### config.mk
export PLATFORM = sky130hd
export DESIGN_NAME = serial_subtractor
export DESIGN_NICKNAME = d
export VERILOG_FILES = /design/src/rtl/arith_pkg.sv /design/src/rtl/full_subtractor.sv /design/src/rtl/serial_subtractor.sv
export SDC_FILE = /design/constraint.sdc
export NUM_CORES = 1
export LEC_CHECK = 0
export CORE_MARGIN = 1
export CORE_UTILIZATION = 53
export CTS_CLUSTER_DIAMETER = 150
export CTS_CLUSTER_SIZE = 25
export DETAILED_ROUTE_END_ITERATION = 10
export PLACE_DENSITY = 0.81
export REMOVE_ABC_BUFFERS = 1
export SLEW_MARGIN = 40
export SYNTH_ARGS = -nofsm -noshare
export SYNTH_HDL_FRONTEND = slang
export SYNTH_SLANG_ARGS = --single-unit
### constraint.sdc
create_clock -name clk -period 4.15 [get_ports clk]
set_clock_uncertainty 0.1 [all_clocks]
set_input_delay 0.415 -clock clk [delete_from_list [all_inputs] [get_ports clk]]
set_output_delay 0.415 -clock clk [all_outputs]
set_load 0.02 [all_outputs]
### src/rtl/arith_pkg.sv
// rtl/arith_pkg.sv - shared arithmetic library types
package arith_pkg;

  typedef enum logic [1:0] {
    IDLE = 2'd0,
    RUN  = 2'd1,
    DONE = 2'd2
  } sub_state_t;

endpackage

### src/rtl/full_subtractor.sv
// rtl/full_subtractor.sv - combinational one-bit full subtractor cell
module full_subtractor (
  input  logic a,
  input  logic b,
  input  logic bin,
  output logic d,
  output logic bout
);

  assign d    = a ^ b ^ bin;
  assign bout = (~a & b) | (~(a ^ b) & bin);

endmodule

### src/rtl/serial_subtractor.sv
// rtl/serial_subtractor.sv - bit-serial LSB-first ripple-borrow subtractor
module serial_subtractor
  import arith_pkg::*;
#(
  parameter int size = 4
) (
  input  logic            clk,
  input  logic            rst,
  input  logic            start,
  input  logic [size-1:0] a,
  input  logic [size-1:0] b,
  input  logic            bin,
  output logic            busy,
  output logic            done,
  output logic [size-1:0] d,
  output logic            bout
);

  localparam int CNT_W = $clog2(size + 1);
  localparam logic [CNT_W-1:0] LAST_BIT = CNT_W'(size - 1);

  sub_state_t      state_q, state_d;
  logic [size-1:0] ra_q, ra_d;
  logic [size-1:0] rb_q, rb_d;
  logic [size-1:0] rd_q, rd_d;
  logic            br_q, br_d;
  logic [CNT_W-1:0] cnt_q, cnt_d;
  logic [size-1:0] d_q, d_d;
  logic            bout_q, bout_d;

  logic            diff;
  logic            bnext;
  logic [size:0]   rd_cat;

  full_subtractor u_cell (
    .a    (ra_q[0]),
    .b    (rb_q[0]),
    .bin  (br_q),
    .d    (diff),
    .bout (bnext)
  );

  // New difference bit enters at the MSB so the result is aligned after size shifts
  assign rd_cat = {diff, rd_q};

  always_ff @(posedge clk) begin
    if (rst) begin
      state_q <= IDLE;
      ra_q    <= '0;
      rb_q    <= '0;
      rd_q    <= '0;
      br_q    <= 1'b0;
      cnt_q   <= '0;
      d_q     <= '0;
      bout_q  <= 1'b0;
    end else begin
      state_q <= state_d;
      ra_q    <= ra_d;
      rb_q    <= rb_d;
      rd_q    <= rd_d;
      br_q    <= br_d;
      cnt_q   <= cnt_d;
      d_q     <= d_d;
      bout_q  <= bout_d;
    end
  end

  always_comb begin
    state_d = state_q;
    ra_d    = ra_q;
    rb_d    = rb_q;
    rd_d    = rd_q;
    br_d    = br_q;
    cnt_d   = cnt_q;
    d_d     = d_q;
    bout_d  = bout_q;
    case (state_q)
      IDLE: begin
        if (start) begin
          ra_d    = a;
          rb_d    = b;
          rd_d    = '0;
          br_d    = bin;
          cnt_d   = '0;
          state_d = RUN;
        end
      end
      RUN: begin
        ra_d  = ra_q >> 1;
        rb_d  = rb_q >> 1;
        rd_d  = rd_cat[size:1];
        br_d  = bnext;
        cnt_d = cnt_q + 1'b1;
        if (cnt_q == LAST_BIT) begin
          d_d     = rd_cat[size:1];
          bout_d  = bnext;
          state_d = DONE;
        end
      end
      DONE: begin
        state_d = IDLE;
      end
      default: begin
        state_d = IDLE;
      end
    endcase
  end

  assign busy = (state_q == RUN);
  assign done = (state_q == DONE);
  assign d    = d_q;
  assign bout = bout_q;

endmodule
; Word level (Yosys, flattened, before mapping)
; Cells that the tools add are included.
[totals]
elab_cells = 39
register_bits = 23
inputBits = 12
out_inout_bits = 7
[classes]
add_sub_neg = 1
n_bitwise = 7
n_reduce_logical = 5
n_eq_ne = 5
mux = 13
[ops]
columns = op, n
row1 = $pmux 4 s2, 3
row2 = $mux 4, 3
row3 = $pmux 3 s2, 1
row4 = $reduce_and 2->1, 3
row5 = $mux 2, 2
row6 = $pmux 2 s2, 1
row7 = $add 3x1->3 const B, 1
row8 = $eq 3x2->1 const B, 1
row9 = $mux 3, 1
row10 = $and 1x1->1, 2
row11 = $eq 2x1->1 const B, 1
row12 = $eq 2x2->1 const B, 1
row13 = $logic_not 2->1, 1
row14 = $ne 2x1->1 const B, 1
row15 = $ne 2x2->1 const B, 1
row16 = $not 1->1, 2
row17 = $pmux 1 s2, 1
row18 = $reduce_bool 2->1, 1
row19 = $xor 1x1->1, 2
row20 = $mux 1, 1
row21 = $or 1x1->1, 1

; Longest topological paths before layout
[depth]
word_depth = 5
ltp_mapped = 5

; Cells and area by module
; From an unflattened synthesis, not the netlist that was laid out.
[hier_totals]
cells_unflattened = 104
area_unflattened_um2 = 1023.5
[by_module_without_submodules]
columns = mod, instances, cells_each, area_each_um2
row1 = serial_subtractor, 1, 100, 992.2
row2 = full_subtractor, 1, 4, 31.3

; Worst setup path after synthesis
; No wires, ideal clock.
[synth_timing]
kind = reg2reg
startpoint = register cnt_q[0]
endpoint = register bout_q, in the netlist bout
period_less_slack_ns = 1.385
required_time_ns = 3.922
stages_incl_launch_ff = 6
path_buffers = 0
arrival_time_ns = 1.158
slack_ns = 2.765
path_cell_list = dfxtp_1 ha_1 ha_1 nand3b_1 mux2i_1 nor2_1
[synth_between]
elab_chain_len = 2
[synth_lines]
columns = item, line
row1 = start: declaration, serial_subtractor.sv:27  ; logic [CNT_W-1:0] cnt_q, cnt_d;
row2 = start signal: assignment, serial_subtractor.sv:62  ; cnt_q <= cnt_d;
row3 = $eq 3x2->1, serial_subtractor.sv:94  ; if (cnt_q == LAST_BIT) begin
row4 = $reduce_and 2->1 (no source line), -
row5 = end signal: assignment, serial_subtractor.sv:64  ; bout_q <= bout_d;
row6 = end: declaration, serial_subtractor.sv:29  ; logic bout_q, bout_d;
; No other way between the ends.
; A chain may end at the register's enable or synchronous reset.

; Worst setup path after layout
[layout_timing]
startpoint = register state_q[0]
endpoint = output port busy
[layout_between]
elab_chain_len = 1
[layout_lines]
columns = item, line
row1 = start: declaration, serial_subtractor.sv:22  ; sub_state_t state_q, state_d;
row2 = start signal: assignment, serial_subtractor.sv:57  ; state_q <= state_d;
row3 = $eq 2x1->1, serial_subtractor.sv:109  ; assign busy = (state_q == RUN);
row4 = end: declaration, serial_subtractor.sv:13  ; output logic busy,
; No other way between the ends.

==> run_results.csv <==
group,metric,value,unit
outcome,run_status,"completed",
synth,synth_common_cells,"sky130_fd_sc_hd__dfxtp_1 (22), sky130_fd_sc_hd__nor2_1 (17), sky130_fd_sc_hd__a22oi_1 (7), sky130_fd_sc_hd__mux2i_1 (7)",
setup_path,crit_path_max_fanout,16,
setup_path,worst_setup_path_start_kind,"flop",
routing,routed_wire_per_std_cell,13.0,µm
routing,detail-route-antenna-nets,0,
job,maxCapViolations,0,
routing,routed_wl,1810,µm
synth,synth.top_cells.by_area,"sky130_fd_sc_hd__dfxtp_1 (44%), sky130_fd_sc_hd__a211oi_2 (7.5%), sky130_fd_sc_hd__mux2i_1 (7.0%)",
clock_network,cts_tree,"yes",
routing,drtPass1Iterations,4,
sta,fmax,360,MHz
layout,fillerInstances,144,
synth,yosysWarningCount,0,
floorplan,die_x,45.5,µm
layout,multi_input_area,482,µm²
synth,synth_most_common_cell,"sky130_fd_sc_hd__dfxtp_1",
floorplan,start_util,57.4,%
synth,syn_inst,100,
clock_network,clock_sinks,22,
placement,port_buffers,18,
min_path,min_path_type,"flop to flop",
sta,setup_viol_count_final,0,
layout,layout-drive-gt1-share,13.2,%
layout,fin_nets,131,
placement,gpl.final_weighted_congestion,0.761,
sta,report.final.hold_viol_count,0,
synth,share_of_the_synthesized_area_in_the_top_cell_type,43.9,%
global_routing,grt_max_degree,23,
sta,rsz0062_at_grt,"false",
clock_network,clk_root_buffer_cell,"sky130_fd_sc_hd__clkbuf_4",
global_routing,grt_first_pass_wirelength,2900,µm
floorplan,core_region_area,1750,µm²
setup_path,worst-endpoint-arrival,2260,ps
power,power_leakage,0.443,nW
sta,worst_pin_slew,670,ps
setup_path,required_worst_endpoint,3630,ps
setup_path,max_stage_delay,770,ps
synth,post_synthesis_cell_area,1000,µm²
layout,area.sequential,440,µm²
synth,synth_cell_types,24,
layout,fin_area,1170,µm²
placement,placement.cell_area,1150,µm²
layout,antenna_diode_count,0,
synth,synth_async_sr_flop_share,0,%
clock_network,cts_buffers,3,
synth,postSynthRegisterBits,22,
clock_network,cts_resized,0,
sta,final_period_minus_worst_setup_slack,2780,ps
floorplan,pin_count,19,
setup_path,critPathCaptureType,"output pin",
synth,syn-mean-instance-area,10.0,µm²
placement,place.detailed.hpwl,1310,µm
power,cellPowerDensity,326,nW/µm²
synth,yosys_most_used_dff,"sky130_fd_sc_hd__dfxtp_1",
sta,max-slew-margin-rel,55.3,%
clock_network,ctsHtreeMaxLevel,1,
layout,area_growth_syn_to_layout,17.1,%
clock_network,holdBufCountCts,0,
sta,post-route-worst-setup-slack,1370,ps
global_routing,grt-ovfl-total,0,
clock_network,clock_tree.buffer_depth,2,
synth,synth_edf_count,0,
synth,portion_of_the_post_synthesis_area_used_by_sequential_elements,43.9,%
global_routing,grt.total_usage,19.7,%
sta,final.setup.tns,0,ps
placement,detailedPlace.worstSlack,1730,ps
synth,post-synth-top-area-cell,"sky130_fd_sc_hd__dfxtp_1",
routing,vias_per_cell,5.40,
clock_network,worst_setup_hold_path_clk_slew,110,ps
sta,finalHoldWorstSlack,365,ps
setup_path,critical_path.slowest_cell,"sky130_fd_sc_hd__dfxtp_1",
floorplan,full_die_area,2070,µm²
setup_path,timing_worst_setup_path_type,"flop to output pin",
global_routing,vias_in_the_first_global_route,696,
floorplan,num_rows,15,
sta,pins_over_their_slew_limit,0,
sta,finalCritPeriodShare,66.9,%
floorplan,die-height,45.5,µm
routing,num_vias,750,
clock_network,worst_skew_pair.late_latency,300,ps
power,peak_supply_drop,0.238,mV
routing,route.detailed.drc,0,
layout,final_core_utilization,67.2,%
global_routing,grt_antenna_before_repair,0,
routing,detail_route.iter0.violations,22,
setup_path,timing.critical_path.cells,"nor2b_2 > clkdlybuf4s50_1",
clock_network,cts_post_setup_buffers_inserted,0,
registers in the layout (all words and copies together) (netlist names):
register	cells
bout	1
br_q	1
cnt_q	3
d	4
ra_q	4
rb_q	4
rd_q	3
state_q	2
final timing paths:
check / from / to / slack (ps) / cells past startpoint
min reg2reg: d[0] / d[0] / 370 / 2
max reg2reg: state_q[0] / cnt_q[0] / 2390 / 3
max: state_q[0] / busy / 1370 / 2
min: d[0] / d[0] / 370 / 2
cell families after synthesis:
group	count (synthesis)	synth area share [%]
buffers and inverters	13	7.99
and+or+nand+nor	36	19.1
DFF	22	43.9
muxes	7	6.99
AOI/OAI and AO/OA	19	17.5
adders and majority gates	3	4.49
final cells by class:
| class | count | area share (%) |
|---|---|---|
| Clock buffer | 3 | 1.92 |
| Multi-Input combinational cell | 65 | 41.0 |
| Tap cell | 25 | 2.67 |
| Timing Repair Buffer | 18 | 14.9 |
| Sequential cell | 22 | 37.5 |
| Inverter | 6 | 1.92 |
per-stage QoR:
step                      power [mW]  instances
after detailed placement       0.294        136
after floorplan                0.270         93
after global placement         0.292        136
final                          0.383        139
after global routing           0.400        139
after CTS                      0.384        139
cell usage in the layout (no fill, tap or decap):
| cell type | count |
|---|---|
| sky130_fd_sc_hd__o21bai_2 | 1 |
| sky130_fd_sc_hd__o21ba_4 | 1 |
| sky130_fd_sc_hd__nor3b_1 | 3 |
| sky130_fd_sc_hd__clkdlybuf4s50_1 | 17 |
| sky130_fd_sc_hd__clkbuf_4 | 3 |
| sky130_fd_sc_hd__a211oi_2 | 6 |
| sky130_fd_sc_hd__a21oi_1 | 4 |
| sky130_fd_sc_hd__dfxtp_1 | 22 |
| sky130_fd_sc_hd__nor3_1 | 1 |
| sky130_fd_sc_hd__nor2b_1 | 1 |
| sky130_fd_sc_hd__nor2b_2 | 1 |
| sky130_fd_sc_hd__mux2i_1 | 7 |
| sky130_fd_sc_hd__nor4b_1 | 2 |
| sky130_fd_sc_hd__ha_1 | 2 |
| sky130_fd_sc_hd__buf_2 | 1 |
| sky130_fd_sc_hd__nand2_1 | 4 |
| sky130_fd_sc_hd__nor2_1 | 17 |
| sky130_fd_sc_hd__nand3_1 | 4 |
| sky130_fd_sc_hd__nand3b_1 | 1 |
| sky130_fd_sc_hd__inv_1 | 6 |
| sky130_fd_sc_hd__a22oi_1 | 7 |
| sky130_fd_sc_hd__nor4_2 | 2 |
| sky130_fd_sc_hd__fa_1 | 1 |
critical path: cells and delay by family, from the launching register on:
family / cells / cell delay [ps]
buf+inv: 1 / 690
flops: 1 / 770
simple gates: 1 / 510
metal layers:
layer	vias up	global-route usage [%]	wire (µm)
li1	376	-	-
met1	353	24.8	811
met2	19	33.1	910
met3	2	2.38	80
met4	0	9.09	10
met5	-	0	0
report_power, final:
group	internal, mW	switching, mW
sequential	0.221	0.00993
combinational	0.0296	0.0285
clock	0.0338	0.0596
Note: power is estimated with default switching activity, not from simulation.
